--- src/rtl/seq_divider8.sv ---
// seq_divider8: sequential unsigned restoring divider.
//
// Shifts a {remainder, quotient} pair left one bit per cycle, feeding each new
// quotient bit in at the LSB. A divide-by-zero request skips the iterations
// entirely and reports quotient = all ones, remainder = dividend.
//
// Ports:
//   clk          system clock, rising edge
//   clr_n        asynchronous active-low reset
//   start        division request, sampled only while idle
//   dividend     numerator, captured on the accepting edge
//   divisor      denominator, captured on the accepting edge
//   quotient     registered result, held until the next completion
//   remainder    registered result, held until the next completion
//   busy         high while calculating and during the done cycle
//   done         one-cycle completion pulse
//   div_by_zero  registered flag, updated together with the results
module seq_divider8 #(
    parameter int unsigned WIDTH = 8
) (
    input  logic             clk,
    input  logic             clr_n,
    input  logic             start,
    input  logic [WIDTH-1:0] dividend,
    input  logic [WIDTH-1:0] divisor,
    output logic [WIDTH-1:0] quotient,
    output logic [WIDTH-1:0] remainder,
    output logic             busy,
    output logic             done,
    output logic             div_by_zero
);

    typedef enum logic [1:0] {StIdle, StCalc, StDone} state_t;

    state_t           state_q;
    logic [WIDTH:0]   a_q;      // partial remainder incl. borrow bit
    logic [WIDTH-1:0] q_q;      // dividend shifting out, quotient shifting in
    logic [WIDTH-1:0] d_q;      // latched divisor
    logic [3:0]       cnt_q;

    logic [WIDTH:0]   a_shift;
    logic [WIDTH:0]   trial;
    logic             fits;
    logic [WIDTH:0]   a_next;
    logic [WIDTH-1:0] q_next;
    logic             last_iter;

    // One restoring step: subtract only when the result stays non-negative.
    always_comb begin
        a_shift   = {a_q[WIDTH-1:0], q_q[WIDTH-1]};
        trial     = a_shift - {1'b0, d_q};
        fits      = ~trial[WIDTH];
        a_next    = fits ? trial : a_shift;
        q_next    = {q_q[WIDTH-2:0], fits};
        last_iter = (cnt_q == 4'(WIDTH - 1));
    end

    always_ff @(posedge clk or negedge clr_n) begin
        if (!clr_n) begin
            state_q     <= StIdle;
            a_q         <= '0;
            q_q         <= '0;
            d_q         <= '0;
            cnt_q       <= '0;
            quotient    <= '0;
            remainder   <= '0;
            busy        <= 1'b0;
            done        <= 1'b0;
            div_by_zero <= 1'b0;
        end else begin
            case (state_q)
                StIdle: begin
                    if (start) begin
                        busy <= 1'b1;
                        if (divisor != '0) begin
                            a_q     <= '0;
                            q_q     <= dividend;
                            d_q     <= divisor;
                            cnt_q   <= '0;
                            state_q <= StCalc;
                        end else begin
                            quotient    <= '1;
                            remainder   <= dividend;
                            div_by_zero <= 1'b1;
                            done        <= 1'b1;
                            state_q     <= StDone;
                        end
                    end
                end
                StCalc: begin
                    a_q   <= a_next;
                    q_q   <= q_next;
                    cnt_q <= cnt_q + 4'd1;
                    if (last_iter) begin
                        quotient    <= q_next;
                        remainder   <= a_next[WIDTH-1:0];
                        div_by_zero <= 1'b0;
                        done        <= 1'b1;
                        state_q     <= StDone;
                    end
                end
                StDone: begin
                    busy    <= 1'b0;
                    done    <= 1'b0;
                    state_q <= StIdle;
                end
                default: begin
                    busy    <= 1'b0;
                    done    <= 1'b0;
                    state_q <= StIdle;
                end
            endcase
        end
    end

endmodule

--- config.mk ---
export PLATFORM = sky130hd
export DESIGN_NAME = seq_divider8
export DESIGN_NICKNAME = d
export VERILOG_FILES = /design/src/rtl/seq_divider8.sv
export SDC_FILE = /design/constraint.sdc
export NUM_CORES = 1
export LEC_CHECK = 0
export BUFFER_PORTS_ARGS = -buffer_cell sky130_fd_sc_hd__buf_2
export CELL_PAD_IN_SITES_DETAIL_PLACEMENT = 1
export CELL_PAD_IN_SITES_GLOBAL_PLACEMENT = 2
export CORE_ASPECT_RATIO = 0.5
export CORE_UTILIZATION = 38
export DETAILED_ROUTE_END_ITERATION = 12
export PLACE_DENSITY = 0.88
export SKIP_CTS_REPAIR_TIMING = 1
export SLEW_MARGIN = 40
export SYNTH_ARGS = -nofsm -noshare
export SYNTH_HDL_FRONTEND = slang
export SYNTH_SLANG_ARGS = --single-unit
--- constraint.sdc ---
create_clock -name clk -period 3.6 [get_ports clk]
set_input_delay 0.18 -clock clk [delete_from_list [all_inputs] [get_ports clk]]
set_output_delay 0.18 -clock clk [all_outputs]
set_load 0.1 [all_outputs]
==> results of run 1 <==
registers in the layout (all words and copies together) (netlist names):
name	flops
a_q	8
busy	1
cnt_q	4
d_q	8
div_by_zero	1
done	1
q_q	8
quotient	8
remainder	8
state_q	2
metal layers:
layer	up-vias	GRT usage	wire, µm
met5	-	0	0
met4	0	0.05115	72
met3	7	0.03611	149
met2	20	0.3608	3403
met1	1121	0.2560	3351
li1	1106	-	-
worst register-to-register path, stage by stage (launching register included):
cell and delay [ns]:
dfrtp_1 0.38, inv_1 0.08, ha_1 0.16, inv_1 0.06, fa_1 0.42, a211oi_2 0.31
or4b_4 0.21, o211ai_2 0.21, or4_1 0.57, a31oi_1 0.17
cells by family (layout without fill, tap and decap cells):
kind of cell / Yosys count / in the layout / share of synthesized area
AND/OR/NAND/NOR: 124 / 124 / 0.2093
AO/OA/AOI/OAI: 69 / 69 / 0.1833
flip-flops: 49 / 49 / 0.4558
buffers and inverters: 31 / 63 / 0.06698
adder cells (fa/ha/maj): 10 / 10 / 0.04930
multiplexers: 7 / 7 / 0.02884
XOR/XNOR: 2 / 2 / 0.006513
Yosys cell counts (2+ instances only):
cell type   n  share of area
o21ai_0     8          0.015
ha_1        9          0.042
nand3_1    22          0.041
buf_6       3          0.013
o221a_2     7          0.029
nor2_1     46          0.064
a21oi_1    16          0.030
a211o_2     2         0.0074
a211oi_1    2         0.0056
or3_1       4         0.0093
a22o_1      2         0.0065
nor4_1      2         0.0047
inv_1      14          0.020
nor3_1      4         0.0074
a31oi_1    16          0.037
clkbuf_1    7         0.0098
buf_2       2         0.0037
mux2_2      6          0.025
a21o_1      3         0.0084
xor2_1      2         0.0065
nand2_1    33          0.046
nor2b_1     4         0.0093
clkbuf_8    3          0.015
dfrtp_1    49           0.46
worst paths after layout:
path	to	startpoint	slack, ns
setup / recovery	remainder[4]$_DFFE_PN0P_	q_q[7]$_DFFE_PN0P_	0.96
hold / removal	remainder[5]$_DFFE_PN0P_	clr_n	-0.02
setup reg to reg	remainder[4]$_DFFE_PN0P_	q_q[7]$_DFFE_PN0P_	0.96
hold reg to reg	done$_DFFE_PN0P_	done$_DFFE_PN0P_	0.47
max in group asynchronous	state_q[1]$_DFFE_PN0P_	clr_n	3.17
min in group clk	d_q[3]$_DFFE_PN0P_	divisor[3]	0.12
per-stage QoR:
stage | utilization | area, µm²
floorplan | - | 2690
global placement | 0.4284 | 2893
detailed placement | 0.4284 | 2893
CTS | 0.4540 | 3065
global route | 0.4540 | 3065
finish | 0.4540 | 3065
layout make-up:
class	instances	area share
Clock buffer	7	0.04653
Clock inverter	1	0.009796
Inverter	14	0.01714
Multi-Input combinational cell	212	0.4188
Sequential cell	49	0.4000
Tap cell	92	0.03755
Timing Repair Buffer	41	0.07020
==> flow_metrics.py, run 1 <==
metrics = {
    "sta": {
        "fin_setup_tns_ns": 0,
        "rsz0062_at_grt": "false",
        "relSlewSlack": 0.4987,
        "setup_slack_ns": 0.9553,
        "hold_viol_final": 10,
        "max_freq_mhz": 378.1,
        "tightest_slew_ns": 0.7501,
        "finalSetupViolCount": 0,
        "fin_crit_sh": 0.7346,
        "slew_viol_final": 0,
        "final.min_clock_period_ns": 2.645,
        "skew_ns": 0.003857,
        "timing.hold.ws_ns": -0.01598,
    },
    "synth": {
        "synth_cell_types": 50,
        "yosysWarnings": 0,
        "syn-num-nets": 321,
        "syn_area_per_cell_um2": 9.213,
        "async_reset_ff_frac": 1.000,
        "netlist_area_um2": 2690,
        "synth_edf_count": 0,
        "synth_ff_type": "dfrtp_1",
        "ys_seq_area_frac": 0.4558,
        "synth_cells": 292,
        "synth_seq_cells": 49,
    },
    "grt": {
        "grt_overflow": 0,
        "grt_pass1_vias": 2267,
        "antenna_found_initial": 0,
        "grt_max_degree": 50,
        "grt_pass1_wl_mm": 11.36,
        "grt_util_all_layers": 0.2003,
    },
    "worst_setup_path": {
        "crit_fanout": 11,
        "crit_chain": "inv_1 > ha_1 > inv_1 > fa_1 > a211oi_2 > or4b_4 > o211ai_2 > or4_1 > a31oi_1",
        "cpPeakStageDelay_ns": 0.57,
        "critical_path_class": "reg -> reg",
        "path_common_cell": "inv_1",
        "cp_top_family": "simple AND/OR/NAND/NOR gates",
        "ff2ff_path_depth": 9,
        "cp.arrival_ns": 2.85,
        "slowest_stage": "or4_1",
        "crit_path_end_kind": "flop",
        "path_depth": 9,
        "crit_required_ns": 3.80,
        "startpoint_type": "flop",
        "path_buf_inv": 2,
    },
    "cells_and_area": {
        "drive_gt1_frac": 0.2160,
        "multi_input_area_um2": 1284,
        "layout.nets": 352,
        "regArea_um2": 1226,
        "mostFrequentLayoutCell": "dfrtp_1",
        "final_cells": 416,
        "diodes": 0,
        "fill_cells": 803,
        "mostFrequentLayoutCells": "dfrtp_1 (49), nor2_1 (46), buf_2 (37), nand2_1 (33), nand3_1 (22)",
        "syn_to_final_growth_pct": 13.95,
    },
    "route": {
        "wl_mm": 6.976,
        "drtIter0Drc": 60,
        "viasPerCell": 5.418,
        "route.vias.total": 2254,
        "ant_nets": 0,
        "firstDrtPassIters": 4,
        "wl_per_cell_um": 16.77,
        "drc_errors": 0,
    },
    "floorplanning": {
        "die_w_um": 121.0,
        "ios": 38,
        "fp.dieH_um": 61.50,
        "dieArea_um2": 7440,
        "rows": 21,
        "initial_core_util": 0.3984,
        "fp.coreArea_um2": 6753,
    },
    "clock_tree": {
        "htree_levels": 2,
        "path_clk_slew_ns": 0.06,
        "numClockSinks": 49,
        "clock_latency_ns": 0.29,
        "numCtsBuffers": 5,
        "clk_path_buf_depth": 2,
        "cts-root-buf": "clkbuf_16",
        "cts_tree": "done",
    },
    "placed_design": {
        "gp_routability_congestion": 0.7734,
        "dp_slack_ns": 0.9813,
        "dp_cells": 408,
        "io_buffers": 37,
        "dp_hpwl_mm": 5.108,
    },
    "status": {
        "violations": "hold timing",
        "status": "complete, but fails checks",
    },
    "min_path": {
        "hp-class": "in -> async",
    },
    "job": {
        "drv_cap": 0,
    },
}
Power of run 1 is not shown: default switching activity piles up to over one toggle a cycle in this logic, so the estimate is an artifact.
==> run 2, diff against run 1 <==
CORE_UTILIZATION = 32   (was 38)
PLACE_DENSITY = 0.79   (was 0.88)
clock period = 2.3 ns   (was 3.6 ns; I/O delays follow)
==> flow_metrics.py, run 2 (synthesis gave the netlist of run 1 again) <==
metrics = {
    "grt": {
        "grt_pass1_vias": 2441,
        "grt_util_all_layers": 0.1822,
        "grt_pass1_wl_mm": 12.32,
        "antenna_found_initial": 0,
        "grt_max_degree": 32,
        "grt_overflow": 0,
    },
    "clock_tree": {
        "htree_levels": 2,
        "numCtsBuffers": 5,
        "numClockSinks": 49,
        "clock_latency_ns": 0.29,
        "cts-root-buf": "clkbuf_16",
        "cts_tree": "done",
        "clk_path_buf_depth": 2,
        "path_clk_slew_ns": 0.07,
    },
    "sta": {
        "rsz0062_at_grt": "true",
        "finalSetupViolCount": 9,
        "fin_crit_sh": 1.044,
        "setup_slack_ns": -0.1017,
        "relSlewSlack": 0.6587,
        "max_freq_mhz": 416.4,
        "skew_ns": 0.008187,
        "tightest_slew_ns": 0.5072,
        "final.min_clock_period_ns": 2.402,
        "hold_viol_final": 0,
        "slew_viol_final": 0,
    },
    "route": {
        "drc_errors": 0,
        "route.vias.total": 2307,
        "wl_per_cell_um": 16.38,
        "viasPerCell": 5.081,
        "wl_mm": 7.436,
        "drtIter0Drc": 84,
        "firstDrtPassIters": 4,
        "ant_nets": 0,
    },
    "placed_design": {
        "dp_hpwl_mm": 5.487,
        "gp_routability_congestion": 0.7951,
        "placed_area_um2": 3030,
        "dp_cells": 443,
        "io_buffers": 37,
    },
    "worst_setup_path": {
        "startpoint_type": "flop",
        "r2r_setup_slack_ns": -0.10,
        "ff2ff_path_depth": 9,
        "worstSetupEndpoint": "remainder[4]$_DFFE_PN0P_",
        "critical_path_class": "reg -> reg",
        "crit_required_ns": 2.51,
        "rr_endpoint": "remainder[4]$_DFFE_PN0P_",
        "cp.arrival_ns": 2.62,
        "crit_fanout": 4,
        "crit_path_end_kind": "flop",
        "r2r-start": "q_q[7]$_DFFE_PN0P_",
        "critPathLaunch": "q_q[7]$_DFFE_PN0P_",
    },
    "floorplanning": {
        "die_w_um": 131.7,
        "fp.coreArea_um2": 8087,
        "ios": 38,
        "dieArea_um2": 8799,
        "rows": 23,
        "initial_core_util": 0.3327,
        "fp.dieH_um": 66.83,
    },
    "cells_and_area": {
        "drive_gt1_frac": 0.2865,
        "fin_area_um2": 3299,
        "syn_to_final_growth_pct": 22.65,
        "mostFrequentLayoutCell": "dfrtp_1",
        "fill_cells": 939,
        "diodes": 0,
        "final_cells": 454,
        "mostFrequentLayoutCells": "dfrtp_1 (49), nor2_1 (46), buf_2 (36), nand2_1 (33)",
        "layout.nets": 370,
    },
    "status": {
        "status": "complete, but fails checks",
        "violations": "setup timing",
    },
    "min_path": {
        "hp-class": "in -> reg",
        "min_path_cells": 3,
    },
    "job": {
        "drv_cap": 0,
    },
}
[run 2: worst max-delay path, stage by stage (launching register included)]
cell and delay, ns:
dfrtp_1 0.39, inv_2 0.08, ha_4 0.14, inv_2 0.04
fa_2 0.42, a211oi_4 0.34, or4b_4 0.21, o211ai_4 0.09
or4_4 0.44, a31oi_1 0.18
[run 2: stage by stage]
| step | setup TNS [ns] | setup WS, ns | utilization | hold slack [ns] |
|---|---|---|---|---|
| after floorplan | 0 | 0.06042 | - | -0.1806 |
| after global placement | -0.04821 | -0.04821 | 0.3747 | 0.2046 |
| after detailed placement | -0.4890 | -0.1315 | 0.3747 | 0.2291 |
| after CTS | -1.093 | -0.1795 | 0.3966 | -0.08903 |
| after global routing | -1.747 | -0.1931 | 0.4080 | 0.07066 |
| final | -0.3422 | -0.1017 | 0.4080 | 0.04825 |
[run 2: final cells by class]
type                    count  area [µm²]  share of cell area
flip-flops and latches     49        1226              0.3716
clock inverters             2       37.54             0.01138
well taps                 112       140.1             0.04247
repair buffers             59       359.1              0.1088
clock buffers               6       138.9             0.04209
multi-input cells         212        1345              0.4077
inverters                  14       52.55             0.01593
[run 2: metal layers]
metal,vias up,wire length (µm),global-route usage
met4,0,76,0.05233
met2,19,3576,0.3194
met1,1141,3615,0.2310
li1,1141,-,-
met3,6,167,0.03577
met5,-,0,0
[run 2: worst min path at each step]
stage,start,endpoint,slack (ns)
floorplan,clr_n,a_q[0]$_DFFE_PN0P_,-0.18
global placement,clr_n,remainder[5]$_DFFE_PN0P_,0.20
detailed placement,clr_n,remainder[5]$_DFFE_PN0P_,0.23
CTS,clr_n,remainder[5]$_DFFE_PN0P_,-0.09
global route,divisor[5],d_q[5]$_DFFE_PN0P_,0.07
finish,divisor[3],d_q[3]$_DFFE_PN0P_,0.05
Power of run 2 is left out for the same reason.
==> run 3, diff against run 2 <==
--- a/config.mk
+++ b/config.mk
@@ -9,5 +9,5 @@
 export CELL_PAD_IN_SITES_DETAIL_PLACEMENT = 1
 export CELL_PAD_IN_SITES_GLOBAL_PLACEMENT = 2
-export CORE_ASPECT_RATIO = 0.5
+export CORE_ASPECT_RATIO = 1.1
 export CORE_UTILIZATION = 32
 export DETAILED_ROUTE_END_ITERATION = 12
==> constraint.sdc (replaced) <==
create_clock -name clk -period 2.3 [get_ports clk]
set_input_delay 0.115 -clock clk [delete_from_list [all_inputs] [get_ports clk]]
set_output_delay 0.115 -clock clk [all_outputs]
set_load 0.05 [all_outputs]
==> flow_metrics.py, run 3 (synthesis gave the netlist of run 1 again) <==
metrics = {
    "sta": {
        "setup_slack_ns": 0.01874,
        "hold_viol_final": 0,
        "fin_crit_sh": 0.9919,
        "relSlewSlack": 0.5590,
        "fin_setup_tns_ns": 0,
        "skew_ns": 0.007206,
        "tightest_slew_ns": 0.6615,
        "rsz0062_at_grt": "true",
        "timing.hold.ws_ns": 0.03875,
        "slew_viol_final": 0,
        "max_freq_mhz": 438.4,
        "final.min_clock_period_ns": 2.281,
        "finalSetupViolCount": 0,
    },
    "floorplanning": {
        "initial_core_util": 0.3346,
        "die_w_um": 89.42,
        "rows": 34,
        "ios": 38,
        "fp.coreArea_um2": 8040,
        "dieArea_um2": 8777,
        "fp.dieH_um": 98.16,
    },
    "route": {
        "ant_nets": 0,
        "firstDrtPassIters": 4,
        "wl_per_cell_um": 16.35,
        "viasPerCell": 5.268,
        "wl_mm": 7.326,
        "drc_errors": 0,
        "route.vias.total": 2360,
        "drtIter0Drc": 95,
    },
    "cells_and_area": {
        "mostFrequentLayoutCells": "dfrtp_1 (49), nor2_1 (45), buf_2 (37), nand2_1 (33), nand3_1 (22)",
        "syn_to_final_growth_pct": 20.23,
        "fill_cells": 956,
        "fin_area_um2": 3234,
        "drive_gt1_frac": 0.2824,
        "mostFrequentLayoutCell": "dfrtp_1",
        "multi_input_area_um2": 1361,
        "layout.nets": 368,
        "diodes": 0,
        "final_cells": 448,
        "regArea_um2": 1226,
    },
    "power": {
        "p_clk_frac": 0.103,
        "comb_power_share": 0.621,
        "peakVddDrop_mv": 0.6902,
        "switchingPower_uw": 2809,
        "sequentialPowerShare": 0.276,
        "swShare": 0.4870,
        "p_leak_uw": 0.001445,
        "powerDensity_nw_per_um2": 1784,
        "p_int_uw": 2960,
    },
    "worst_setup_path": {
        "startpoint_type": "flop",
        "path_common_cell": "inv_2",
        "cpPeakStageDelay_ns": 0.52,
        "path_buf_inv": 3,
        "slowest_stage": "or4_4",
        "crit_chain": "inv_2 > ha_4 > inv_2 > fa_2 > a211oi_4 > buf_4 > nor2_2 > or4_4 > a31oi_1",
        "cp.arrival_ns": 2.51,
        "r2r-start": "q_q[7]$_DFFE_PN0P_",
        "cp_top_family": "simple AND/OR/NAND/NOR gates",
        "crit_fanout": 3,
        "crit_required_ns": 2.53,
        "critical_path_class": "reg -> reg",
        "crit_path_end_kind": "flop",
        "ff2ff_path_depth": 9,
        "r2r_setup_slack_ns": 0.02,
        "rr_endpoint": "remainder[4]$_DFFE_PN0P_",
    },
    "job": {
        "drv_cap": 0,
    },
    "placed_design": {
        "placed_area_um2": 3038,
        "dp_cells": 439,
        "io_buffers": 37,
        "dp_hpwl_mm": 5.331,
        "gp_routability_congestion": 0.8319,
        "dp_slack_ns": -0.06142,
    },
    "min_path": {
        "hp-class": "in -> reg",
        "min_path_cells": 3,
        "min_from": "divisor[3]",
        "min_to": "d_q[3]$_DFFE_PN0P_",
    },
    "clock_tree": {
        "numCtsBuffers": 5,
        "clock_latency_ns": 0.31,
        "cts-root-buf": "clkbuf_8",
        "clk_path_buf_depth": 2,
        "path_clk_slew_ns": 0.10,
        "cts_tree": "done",
        "htree_levels": 2,
        "numClockSinks": 49,
    },
    "grt": {
        "grt_overflow": 0,
        "antenna_found_initial": 0,
        "grt_util_all_layers": 0.1794,
        "grt_pass1_vias": 2433,
        "grt_max_degree": 50,
        "grt_pass1_wl_mm": 12.23,
    },
    "status": {
        "status": "completed",
    },
}
run 3: worst reg2reg max path, stage by stage (launching register included):
cell      delay, ns
dfrtp_1        0.40
inv_2          0.08
ha_4           0.13
inv_2          0.04
fa_2           0.38
a211oi_4       0.29
buf_4          0.16
nor2_2         0.05
or4_4          0.52
a31oi_1        0.17
run 3: routing by layer:
layer,share of wire,vias to the layer above,GRT usage
met5,0,-,0
met4,0.012,0,0.04396
met3,0.022,7,0.02790
met2,0.50,30,0.2983
met1,0.47,1188,0.2422
li1,-,1135,-
run 3: area by class of cell:
class | instances | area share
multi-input combinational | 212 | 0.4209
sequential | 49 | 0.3791
timing repair buffer | 57 | 0.1095
tap | 108 | 0.04178
clock buffer | 7 | 0.02979
inverter | 14 | 0.01625
clock inverter | 1 | 0.002708
run 3: worst max path at each step:
stage | end | cells past startpoint | startpoint
after global placement | remainder[4]$_DFFE_PN0P_ | 9 | q_q[7]$_DFFE_PN0P_
final | remainder[4]$_DFFE_PN0P_ | 9 | q_q[7]$_DFFE_PN0P_
after detailed placement | remainder[4]$_DFFE_PN0P_ | 9 | q_q[7]$_DFFE_PN0P_
after global routing | remainder[4]$_DFFE_PN0P_ | 9 | q_q[7]$_DFFE_PN0P_
after CTS | remainder[4]$_DFFE_PN0P_ | 9 | q_q[7]$_DFFE_PN0P_
after floorplan | remainder[4]$_DFFE_PN0P_ | 9 | q_q[7]$_DFFE_PN0P_
run 3: power groups by stage:
stage / clock network [µW] / logic [µW] / registers [µW]
2_1_floorplan: 0 / 2010 / 2010
3_3_place_gp: 0 / 3270 / 1590
3_5_place_dp: 0 / 3340 / 1610
4_1_cts: 615 / 3360 / 1590
5_1_grt: 638 / 3940 / 1650
6_report: 594 / 3580 / 1590
run 3: stage by stage:
step / util / power [µW]
final: 0.4023 / 5769
after global routing: 0.4023 / 6229
after CTS: 0.3909 / 5559
after detailed placement: 0.3778 / 4943
after global placement: 0.3778 / 4865
after floorplan: - / 4011
(Power assumes the default switching activity.)
